$ cat src/rtl/count_bcd_display.sv
// Samples a free-running count, converts it to 3-digit BCD by sequential double-dabble,
// and scans the result onto an active-low, multiplexed 3-digit 7-segment display.
module count_bcd_display #(
    parameter int CNT_W    = 7,
    parameter int SCAN_DIV = 100000
) (
    input  logic             clk,
    input  logic             rst,
    input  logic [CNT_W-1:0] cnt_in,
    output logic [11:0]      bcd_out,
    output logic             upd,
    output logic [6:0]       seg,
    output logic [2:0]       an
);

    localparam int SH_W   = $clog2(CNT_W + 1);
    localparam int SCAN_W = (SCAN_DIV > 1) ? $clog2(SCAN_DIV) : 1;

    localparam logic [SH_W-1:0]   LAST_SHIFT = SH_W'(CNT_W - 1);
    localparam logic [SCAN_W-1:0] SCAN_LAST  = SCAN_W'(SCAN_DIV - 1);

    typedef enum logic [1:0] {
        ST_IDLE,
        ST_SHIFT,
        ST_LOAD
    } state_t;

    state_t             state_q, state_d;
    logic [CNT_W-1:0]   shreg_q, shreg_d;
    logic [11:0]        work_q, work_d;
    logic [SH_W-1:0]    shift_cnt_q, shift_cnt_d;

    logic [SCAN_W-1:0]  scan_q;
    logic [1:0]         digit_q;
    logic [3:0]         digit_val;
    logic               blank;
    logic [6:0]         seg_d;
    logic [2:0]         an_d;

    // Double-dabble correction: any digit >= 5 becomes >= 8 after +3, so the shift carries.
    function automatic logic [11:0] add3(input logic [11:0] b);
        logic [11:0] r;
        r = b;
        for (int i = 0; i < 3; i++) begin
            if (b[4*i +: 4] >= 4'd5)
                r[4*i +: 4] = b[4*i +: 4] + 4'd3;
        end
        return r;
    endfunction

    function automatic logic [6:0] seg_decode(input logic [3:0] d);
        case (d)
            4'd0:    return 7'h40;
            4'd1:    return 7'h79;
            4'd2:    return 7'h24;
            4'd3:    return 7'h30;
            4'd4:    return 7'h19;
            4'd5:    return 7'h12;
            4'd6:    return 7'h02;
            4'd7:    return 7'h78;
            4'd8:    return 7'h00;
            4'd9:    return 7'h10;
            default: return 7'h7F;
        endcase
    endfunction

    // NOTE: every always_comb output gets a default first so no path leaves it unassigned (no latch).
    always_comb begin
        logic [11:0] adj;
        state_d     = state_q;
        shreg_d     = shreg_q;
        work_d      = work_q;
        shift_cnt_d = shift_cnt_q;
        adj         = add3(work_q);
        case (state_q)
            ST_IDLE: begin
                shreg_d     = cnt_in;
                work_d      = '0;
                shift_cnt_d = '0;
                state_d     = ST_SHIFT;
            end
            ST_SHIFT: begin
                work_d      = {adj[10:0], shreg_q[CNT_W-1]};
                shreg_d     = {shreg_q[CNT_W-2:0], 1'b0};
                shift_cnt_d = shift_cnt_q + 1'b1;
                if (shift_cnt_q == LAST_SHIFT)
                    state_d = ST_LOAD;
            end
            ST_LOAD: state_d = ST_IDLE;
            default: state_d = ST_IDLE;
        endcase
    end

    // NOTE: sequential state uses non-blocking assignments so every register sees pre-edge values.
    always_ff @(posedge clk) begin
        if (rst) begin
            state_q <= ST_IDLE;
            bcd_out <= '0;
            upd     <= 1'b0;
        end else begin
            state_q <= state_d;
            upd     <= (state_q == ST_LOAD);
            if (state_q == ST_LOAD)
                bcd_out <= work_q;
        end
    end

    // NOTE: the working datapath is left unreset; IDLE always reinitialises it before use.
    always_ff @(posedge clk) begin
        shreg_q     <= shreg_d;
        work_q      <= work_d;
        shift_cnt_q <= shift_cnt_d;
    end

    always_ff @(posedge clk) begin
        if (rst) begin
            scan_q  <= '0;
            digit_q <= 2'd0;
        end else if (scan_q == SCAN_LAST) begin
            scan_q  <= '0;
            digit_q <= (digit_q == 2'd2) ? 2'd0 : digit_q + 2'd1;
        end else begin
            scan_q  <= scan_q + 1'b1;
        end
    end

    // Blanking keeps the digit enable asserted; only the segments go dark.
    always_comb begin
        an_d      = 3'b111;
        digit_val = bcd_out[3:0];
        blank     = 1'b1;
        case (digit_q)
            2'd0: begin
                an_d      = 3'b110;
                digit_val = bcd_out[3:0];
                blank     = 1'b0;
            end
            2'd1: begin
                an_d      = 3'b101;
                digit_val = bcd_out[7:4];
                blank     = (bcd_out[11:8] == 4'd0) && (bcd_out[7:4] == 4'd0);
            end
            2'd2: begin
                an_d      = 3'b011;
                digit_val = bcd_out[11:8];
                blank     = (bcd_out[11:8] == 4'd0);
            end
            default: ;
        endcase
        seg_d = blank ? 7'h7F : seg_decode(digit_val);
    end

    always_ff @(posedge clk) begin
        if (rst) begin
            seg <= 7'h7F;
            an  <= 3'b111;
        end else begin
            seg <= seg_d;
            an  <= an_d;
        end
    end

endmodule

$ cat config.mk
export PLATFORM = sky130hd
export DESIGN_NAME = count_bcd_display
export DESIGN_NICKNAME = d
export VERILOG_FILES = /design/src/rtl/count_bcd_display.sv
export SDC_FILE = /design/constraint.sdc
export NUM_CORES = 1
export LEC_CHECK = 0
export ABC_AREA = 0
export CORE_MARGIN = 1
export CORE_UTILIZATION = 51
export DETAILED_ROUTE_END_ITERATION = 12
export PLACE_DENSITY = 0.84
export SETUP_SLACK_MARGIN = 0.5
export SYNTH_ARGS = -nofsm -noshare
export SYNTH_HDL_FRONTEND = slang
export SYNTH_SLANG_ARGS = --single-unit
$ cat constraint.sdc
create_clock -name clk -period 1.9 [get_ports clk]
set_input_delay 0.19 -clock clk [delete_from_list [all_inputs] [get_ports clk]]
set_output_delay 0.19 -clock clk [all_outputs]
set_load 0.05 [all_outputs]
# Word-level counts from Yosys, hierarchy flattened
# Memories as Yosys holds them, arrays and structs flattened. A register that Yosys moved wholly into a read port is not among the register bits.
# Cells that the tools add are included.
totals:
  input_bits: 9
  mem_count: 1
  ff_bits: 59
  mem_bits_ro: 112
  output_inout_bits: 23
mem_list:
  columns: ["memory", "depth", "width", "rd", "rd_clocked_by_memory_dff", "wr", "line", "text"]
  rows:
  - ["(name not given)", 16, 7, 1, 1, 0, "52", "case (d)"]
classes:
  order_cmp: 3
  muxes: 12
  reduce_logical: 8
  eq_ne: 7
  add_sub_neg: 6
ops:
  columns: ["op", "count"]
  rows:
  - ["one-hot mux 12 bit (2 select lines)", 1]
  - ["adder 17 x 1 -> 17 bit, second input constant", 1]
  - ["== test 17 bit, second input constant", 1]
  - ["one-hot mux 7 bit (2 select lines)", 1]
  - ["greater-or-equal comparator 4 x 3 -> 1 bit, second input constant", 3]
  - ["one-hot mux 3 bit (3 select lines)", 1]
  - ["adder 4 x 2 -> 4 bit, second input constant", 2]
  - ["zero test 4 bit", 2]
  - ["2-to-1 mux 4 bit", 2]
  - ["one-hot mux 4 bit (2 select lines)", 1]
  - ["one-hot mux 3 bit (2 select lines)", 1]
  - ["== test 2 x 1 -> 1 bit, second input constant", 2]
  - ["== test 2 bit, second input constant", 2]
  - ["zero test 2 bit", 2]
  - ["2-to-1 mux 2 bit", 2]
  - ["one-hot mux 2 bit (2 select lines)", 1]
  - ["OR reduction 2 bit", 2]
  - ["adder 3 x 1 -> 3 bit, second input constant", 1]
  - ["adder 3 x 2 -> 3 bit, second input constant", 1]
  - ["== test 3 bit, second input constant", 1]
  - ["2-to-1 mux 3 bit", 1]
  - ["one-hot mux 1 bit (3 select lines)", 1]
  - ["adder 2 x 1 -> 2 bit, second input constant", 1]
  - ["!= test 2 bit, second input constant", 1]
  - ["2 further kinds", 2]

# Depth between registers and ports, before layout
# Gate-level depths: netlist of run 1.
logic_depth:
  depth_word: 4
  depth_mapped: 9
  depth_no_buf: 8

# Worst setup path after synthesis of run 1
# Ideal clock, no wire load.
synth_timing:
  path_kind: "register -> register"
  from: "reg digit_q[0]"
  to: "reg seg[1]"
  stages_incl_launch_ff: 10
  arrival_ns: 1.919
  setup_slack_ns: -0.094
  required_ns: 1.826
  setup_ns: 0.074
  cell_sequence: "dfxtp_1 inv_1 ha_1 buf_2 nor2_1 a21oi_1 inv_1 ha_1 o21a_1 o21ai_0"
synth_between:
  elab_chain_cells: 3
synth_rtl:
  columns: ["element", "line", "text"]
  rows:
  - ["start, declared", "34", "logic [1:0] digit_q;"]
  - ["start signal, assigned", "121", "digit_q <= (digit_q == 2'd2) ? 2'd0 : digit_q + 2'd1;"]
  - ["== test 2 bit, or another cell as far along", "132", "case (digit_q)"]
  - ["one-hot mux 1 bit (3 select lines)", "132", null]
  - ["OR reduction 2 bit (no source line)", null, null]
  - ["end, declared", "12", "output logic [6:0] seg,"]
# Several ways; a longest one is shown, not always the timed one.
# A chain may end at the register's enable or synchronous reset.

# Worst setup path after layout of run 1
layout_timing:
  from: "reg digit_q[1]"
  to: "reg seg[4]"
# The elaborated chain is that of the path after synthesis.

==> flow_metrics.tcl, run 1 <==
set metrics [dict create \
    tritoncts "yes" \
    syn-cell-area_um2 3040 \
    fin_crit_ns 1.74 \
    ir_drop_mv 0.517 \
    worstSetupStartpointType "register" \
    status "completed" \
    grt_pass1_vias 2712 \
    syn2layout_area_growth_pct 45.7 \
    hold_class "register to register" \
    finalSetupViolCount 0 \
    routed_wl_mm 8.17 \
    layout_commonest_cell "nand2_1" \
    cts.path.max_buffers 2 \
    grt_pass1_wl_mm 13.1 \
    cts.sinks 66 \
    p_leak_nw 1.65 \
    slew-limit-headroom 0.576 \
    critPathKind "register to register" \
    synth_fp_nets 336 \
    nets 411 \
    gp_congestion 0.858 \
    yosysUniqueCellTypes 45 \
    fill_cells 316 \
    port_buffers 31 \
    max-cap-violations 0 \
    arrival_ns 1.96 \
    clkLatencyLatePin_ns 0.34 \
    synth-warning-count 0 \
    worstPathMaxFanout 5 \
    vias 2649 \
    synthCells 308 \
    ant_nets 0 \
    die_h_um 79.3 \
    synth_seq_cells 66 \
    slew_violations 0 \
    drtPass1Iterations 5 \
    fmax_mhz 575 \
    clock_skew_ns 0.00948 \
    syn_area_per_cell_um2 9.88 \
    viasPerCell 5.76 \
    dp.cells 404 \
    grt_use_total 0.277 \
    layout-drive-gt1-share 0.430 \
    fin_crit_sh 0.916 \
    path_clk_slew_ns 0.07 \
    synth_edf_count 22 \
    detailed_place_hpwl_mm 3.90 \
    die_area_um2 6280 \
    fin_setup_tns_ns 0 \
    cts_max_level 3 \
    die_w_um 79.3 \
    initial_core_util 0.540 \
    worstMarginPinSlew_ns 0.628 \
    clockRootBuffer "clkbuf_8" \
    overflow 0 \
    rows 27 \
    drc 0 \
    required_ns 2.12 \
    seq_area_frac_synth 0.506 \
    antennaDiodeCount 0 \
    drt_iter0_drc 158 \
    core_area_um2 5640 \
    cts_buffers 9 \
    layout_common_cells "nand2_1 (38), buf_4 (30), nor2_1 (22), dfxtp_1 (22), edfxtp_1 (22)" \
    cp-end-kind "register" \
    grt_max_degree 21 \
    ys.flop_type "dfxtp_1" \
    pin_count 32 \
    rsz0062_at_grt "true" \
    fin_cells 460 \
    antenna_found_initial 0 \
    holdWs_ns 0.470 \
    async_flop_share 0 \
    power-per-cell-area_nw_per_um2 675 \
    hold_viol 0 \
    avgRoutedWirePerCell_um 17.8 \
]
==> synthesized netlist by cell type (2+ instances only) <==
master	n	share of area
dfxtp_1	44	0.29
nand2_1	40	0.049
nor2_1	36	0.044
a21oi_1	22	0.036
edfxtp_1	22	0.22
ha_1	19	0.078
inv_1	14	0.017
xnor2_1	10	0.029
xor2_1	10	0.029
nand2b_1	8	0.016
nand3_1	7	0.012
o21ai_0	7	0.012
mux2_2	6	0.022
a211oi_1	5	0.012
a22oi_1	5	0.012
clkbuf_1	5	0.0062
nand4_1	5	0.010
nor3_1	5	0.0082
a21o_1	3	0.0074
and3_1	3	0.0062
a21oi_2	2	0.0058
and4_1	2	0.0058
buf_2	2	0.0033
mux2i_1	2	0.0066
nor2b_1	2	0.0041
nor4_1	2	0.0041
nor4b_1	2	0.0058
==> path summary, 6_finish.rpt <==
path	start	to	slack [ns]	cells after the start
max	digit_q[1]$_SDFFE_PP0N_	seg[4]$_SDFF_PP1_	0.16	7
min	state_q[1]$_SDFFE_PP0P_	state_q[0]$_SDFFE_PP0P_	0.47	1
max reg2reg	digit_q[1]$_SDFFE_PP0N_	seg[4]$_SDFF_PP1_	0.16	7
min reg2reg	state_q[1]$_SDFFE_PP0P_	state_q[0]$_SDFFE_PP0P_	0.47	1
==> flip-flops by register name, indices dropped and copies added (netlist names) <==
register and cells:
scan_q 17, bcd_out 12, work_q 12, seg 7, shreg_q 7, an 3
shift_cnt_q 3, digit_q 2, state_q 2, upd 1
==> report_power, final <==
group | internal (mW) | switching, mW | total [mW] | leakage, nW
logic | 0.134 | 0.137 | 0.271 | 0.916
clock network | 0.639 | 0.539 | 1.18 | 0.104
registers | 1.50 | 0.0437 | 1.55 | 0.628
==> per-layer routing <==
metal,share of wire,GRT usage
met5,0,0
met4,0.019,0.125
met3,0.057,0.0770
met2,0.52,0.480
met1,0.40,0.314
==> cell type report <==
class	instances	area (µm²)	share of cell area
multi-input combinational	219	1830	0.412
sequential	66	1590	0.358
timing repair buffer	73	676	0.152
clock buffer	11	141	0.0319
tap	72	90.1	0.0203
inverter	14	61.3	0.0138
clock inverter	5	52.6	0.0119
==> through the flow <==
step | utilization | instance area (µm²) | worst slack [ns] | power (mW)
after floorplan | - | 3230 | 0.239 | 1.73
after global placement | 0.633 | 3570 | 0.215 | 1.78
after detailed placement | 0.633 | 3570 | 0.106 | 1.79
after CTS | 0.766 | 4320 | 0.261 | 2.98
after global routing | 0.786 | 4430 | 0.0622 | 3.10
final | 0.786 | 4430 | 0.160 | 3.00
==> kinds of logic (layout without fill, tap and decap cells) <==
logic type	count (synthesis)	count (layout)	synth area share
xor+xnor	20	20	0.0575
compound gates	49	49	0.0999
buf+inv	24	103	0.0321
mux	8	8	0.0288
flops	66	66	0.506
fa+ha+maj	19	19	0.0781
simple gates	122	123	0.197
==> critical path, stage by stage (launching register included) <==
cell	delay, ns
dfxtp_4	0.35
buf_4	0.15
ha_2	0.21
a22oi_2	0.25
a21oi_4	0.14
buf_6	0.15
a211oi_2	0.24
o21ai_1	0.12
==> timing repair <==
| action | 4_1_cts | 5_1_grt |
|---|---|---|
| hold buffers | 0 | 0 |
| gates resized for setup | 112 | 39 |
| buffers inserted | 36 | 2 |
| endpoints found under the hold margin | 0 | 0 |
| cloned | 2 | 0 |
| pin swaps | 34 | 14 |
| endpoints found under the setup margin | 64 | 53 |
Note: power is estimated with default switching activity, not from simulation.
==> run 2, diff against run 1 <==
--- a/config.mk
+++ b/config.mk
@@ -6,7 +6,7 @@
 export NUM_CORES = 1
 export LEC_CHECK = 0
 export ABC_AREA = 0
-export CORE_MARGIN = 1
+export CORE_MARGIN = 1.5
 export CORE_UTILIZATION = 51
 export DETAILED_ROUTE_END_ITERATION = 12
 export PLACE_DENSITY = 0.84
==> flow_metrics.tcl, run 2 (same netlist as run 1, synthesis figures left out) <==
set metrics [dict create \
    top_regs "scan_q x17, bcd_out x12, work_q x12" \
    hold_class "register to register" \
    drtPass1Iterations 4 \
    initial_core_util 0.540 \
    fmax_mhz 575 \
    grt.met1_usage 0.315 \
    regMostFlops "scan_q" \
    die_w_um 80.3 \
    viasPerCell 5.81 \
    grt_pass1_wl_mm 13.2 \
    seqPwrFrac 0.503 \
    grt_use_met3 0.0545 \
    internal-power_mw 2.31 \
    slew_violations 0 \
    cts_buffers 9 \
    grt_max_degree 19 \
    final.setup.worst_slack_ns 0.160 \
    path_clk_slew_ns 0.08 \
    overflow 0 \
    pre_cts_slack_ns 0.0792 \
    gp_congestion 0.882 \
    dpl_cell_area_um2 3570 \
    fin_crit_ns 1.74 \
    max-cap-violations 0 \
    nets 421 \
    cp-end-kind "register" \
    postCtsHoldBufs 0 \
    slew-limit-headroom 0.604 \
    detailed_place_hpwl_mm 4.15 \
    hold_viol 0 \
    p_leak_nw 1.71 \
    rows 27 \
    rsz0062_at_grt "true" \
    worstMarginPinSlew_ns 0.586 \
    arrival_ns 2.02 \
    fin_crit_sh 0.916 \
    finalPower_mw 3.07 \
    cts.path.max_buffers 2 \
    core_area_um2 5640 \
    finalSetupViolCount 0 \
    clock_skew_ns 0.0121 \
    antennaDiodeCount 0 \
    grt_pass1_vias 2687 \
    clkLatencyLatePin_ns 0.35 \
    syn2layout_area_growth_pct 48.9 \
    grt_most_used_layer "met2" \
    drt_iter0_drc 135 \
    cts_max_level 3 \
    power_frac_clock 0.404 \
    avgRoutedWirePerCell_um 18.3 \
    layout_common_cells "buf_4 (41), nand2_1 (38), dfxtp_1 (25)" \
    vias 2731 \
    status "completed" \
    final_area_um2 4530 \
    required_ns 2.18 \
    critPathKind "register to register" \
    use_met2 0.466 \
    cts.sinks 66 \
    tritoncts "yes" \
    grt_use_total 0.275 \
    antenna_found_initial 0 \
    die_area_um2 6440 \
    clockRootBuffer "clkbuf_8" \
    ant_nets 0 \
    p_sw_frac 0.250 \
    port_buffers 31 \
    die_h_um 80.3 \
    pwr-share-comb 0.092 \
    ir_drop_mv 0.417 \
    layout_commonest_cell "buf_4" \
    pin_count 32 \
    fill_cells 275 \
    switching_power_mw 0.767 \
    routed_wl_mm 8.60 \
    fin_setup_tns_ns 0 \
    layout-drive-gt1-share 0.452 \
    drc 0 \
    worstPathMaxFanout 6 \
    power-per-cell-area_nw_per_um2 678 \
    final_util 0.804 \
    largest_reg_flops 17 \
    worstSetupStartpointType "register" \
]
[run 2: cell count changes in the layout (fill, tap and decap cells not counted), sizes merged]
cell	delta
dlygate4sd2	-2
bufinv	-1
clkdlybuf4s15	+1
clkbuf	+3
clkinvlp	+1
buf	+10
inv	-2
[run 2: power groups by stage]
stage                     clock network [mW]  logic [mW]  registers [mW]
after floorplan                            0       0.126            1.60
after global placement                     0       0.198            1.58
after detailed placement                   0       0.208            1.58
after CTS                               1.22       0.255            1.55
after global routing                    1.30       0.309            1.55
final                                   1.24       0.284            1.55
[run 2: layout make-up]
type                       instances  area (µm²)  share of cell area
multi-input combinational        219        1850               0.408
clock inverter                     3        17.5             0.00386
tap                               72        90.1              0.0199
inverter                          14        63.8              0.0141
timing repair buffer              83         734               0.162
sequential                        66        1590               0.350
clock buffer                      13         191              0.0422
[run 2: per-layer routing]
layer	wire [µm]	vias up
met5	0	-
met4	364	0
met3	455	32
met2	4340	132
met1	3440	1327
li1	-	1240
[run 2: worst max-delay path, cell delays in order (launching register included)]
cell     delay [ns]
dfxtp_4        0.38
inv_4          0.06
ha_4           0.36
nor2_4         0.06
a21oi_4        0.16
inv_2          0.08
ha_4           0.24
o21a_1         0.19
o21ai_1        0.14
[run 2: timing repair]
item	4_1_cts	5_1_grt
setup endpoints to repair	63	56
endpoints found under the hold margin	0	0
gates cloned	2	0
gates resized for setup	111	47
buffers inserted	38	10
pin swaps	32	20
[run 2: per-stage QoR]
stage	instances	hold slack, ns
final	470	0.466
after global routing	470	0.493
after detailed placement	404	0.452
after CTS	460	0.452
after global placement	404	0.442
after floorplan	308	0.291
[run 2: worst paths after layout]
check,startpoint,to,slack (ns),depth (start not counted)
worst max register to register,digit_q[0]$_SDFFE_PP0N_,seg[1]$_SDFF_PP1_,0.16,8
worst max-delay path,digit_q[0]$_SDFFE_PP0N_,seg[1]$_SDFF_PP1_,0.16,8
worst min register to register,state_q[1]$_SDFFE_PP0P_,state_q[0]$_SDFFE_PP0P_,0.47,1
worst min-delay path,state_q[1]$_SDFFE_PP0P_,state_q[0]$_SDFFE_PP0P_,0.47,1
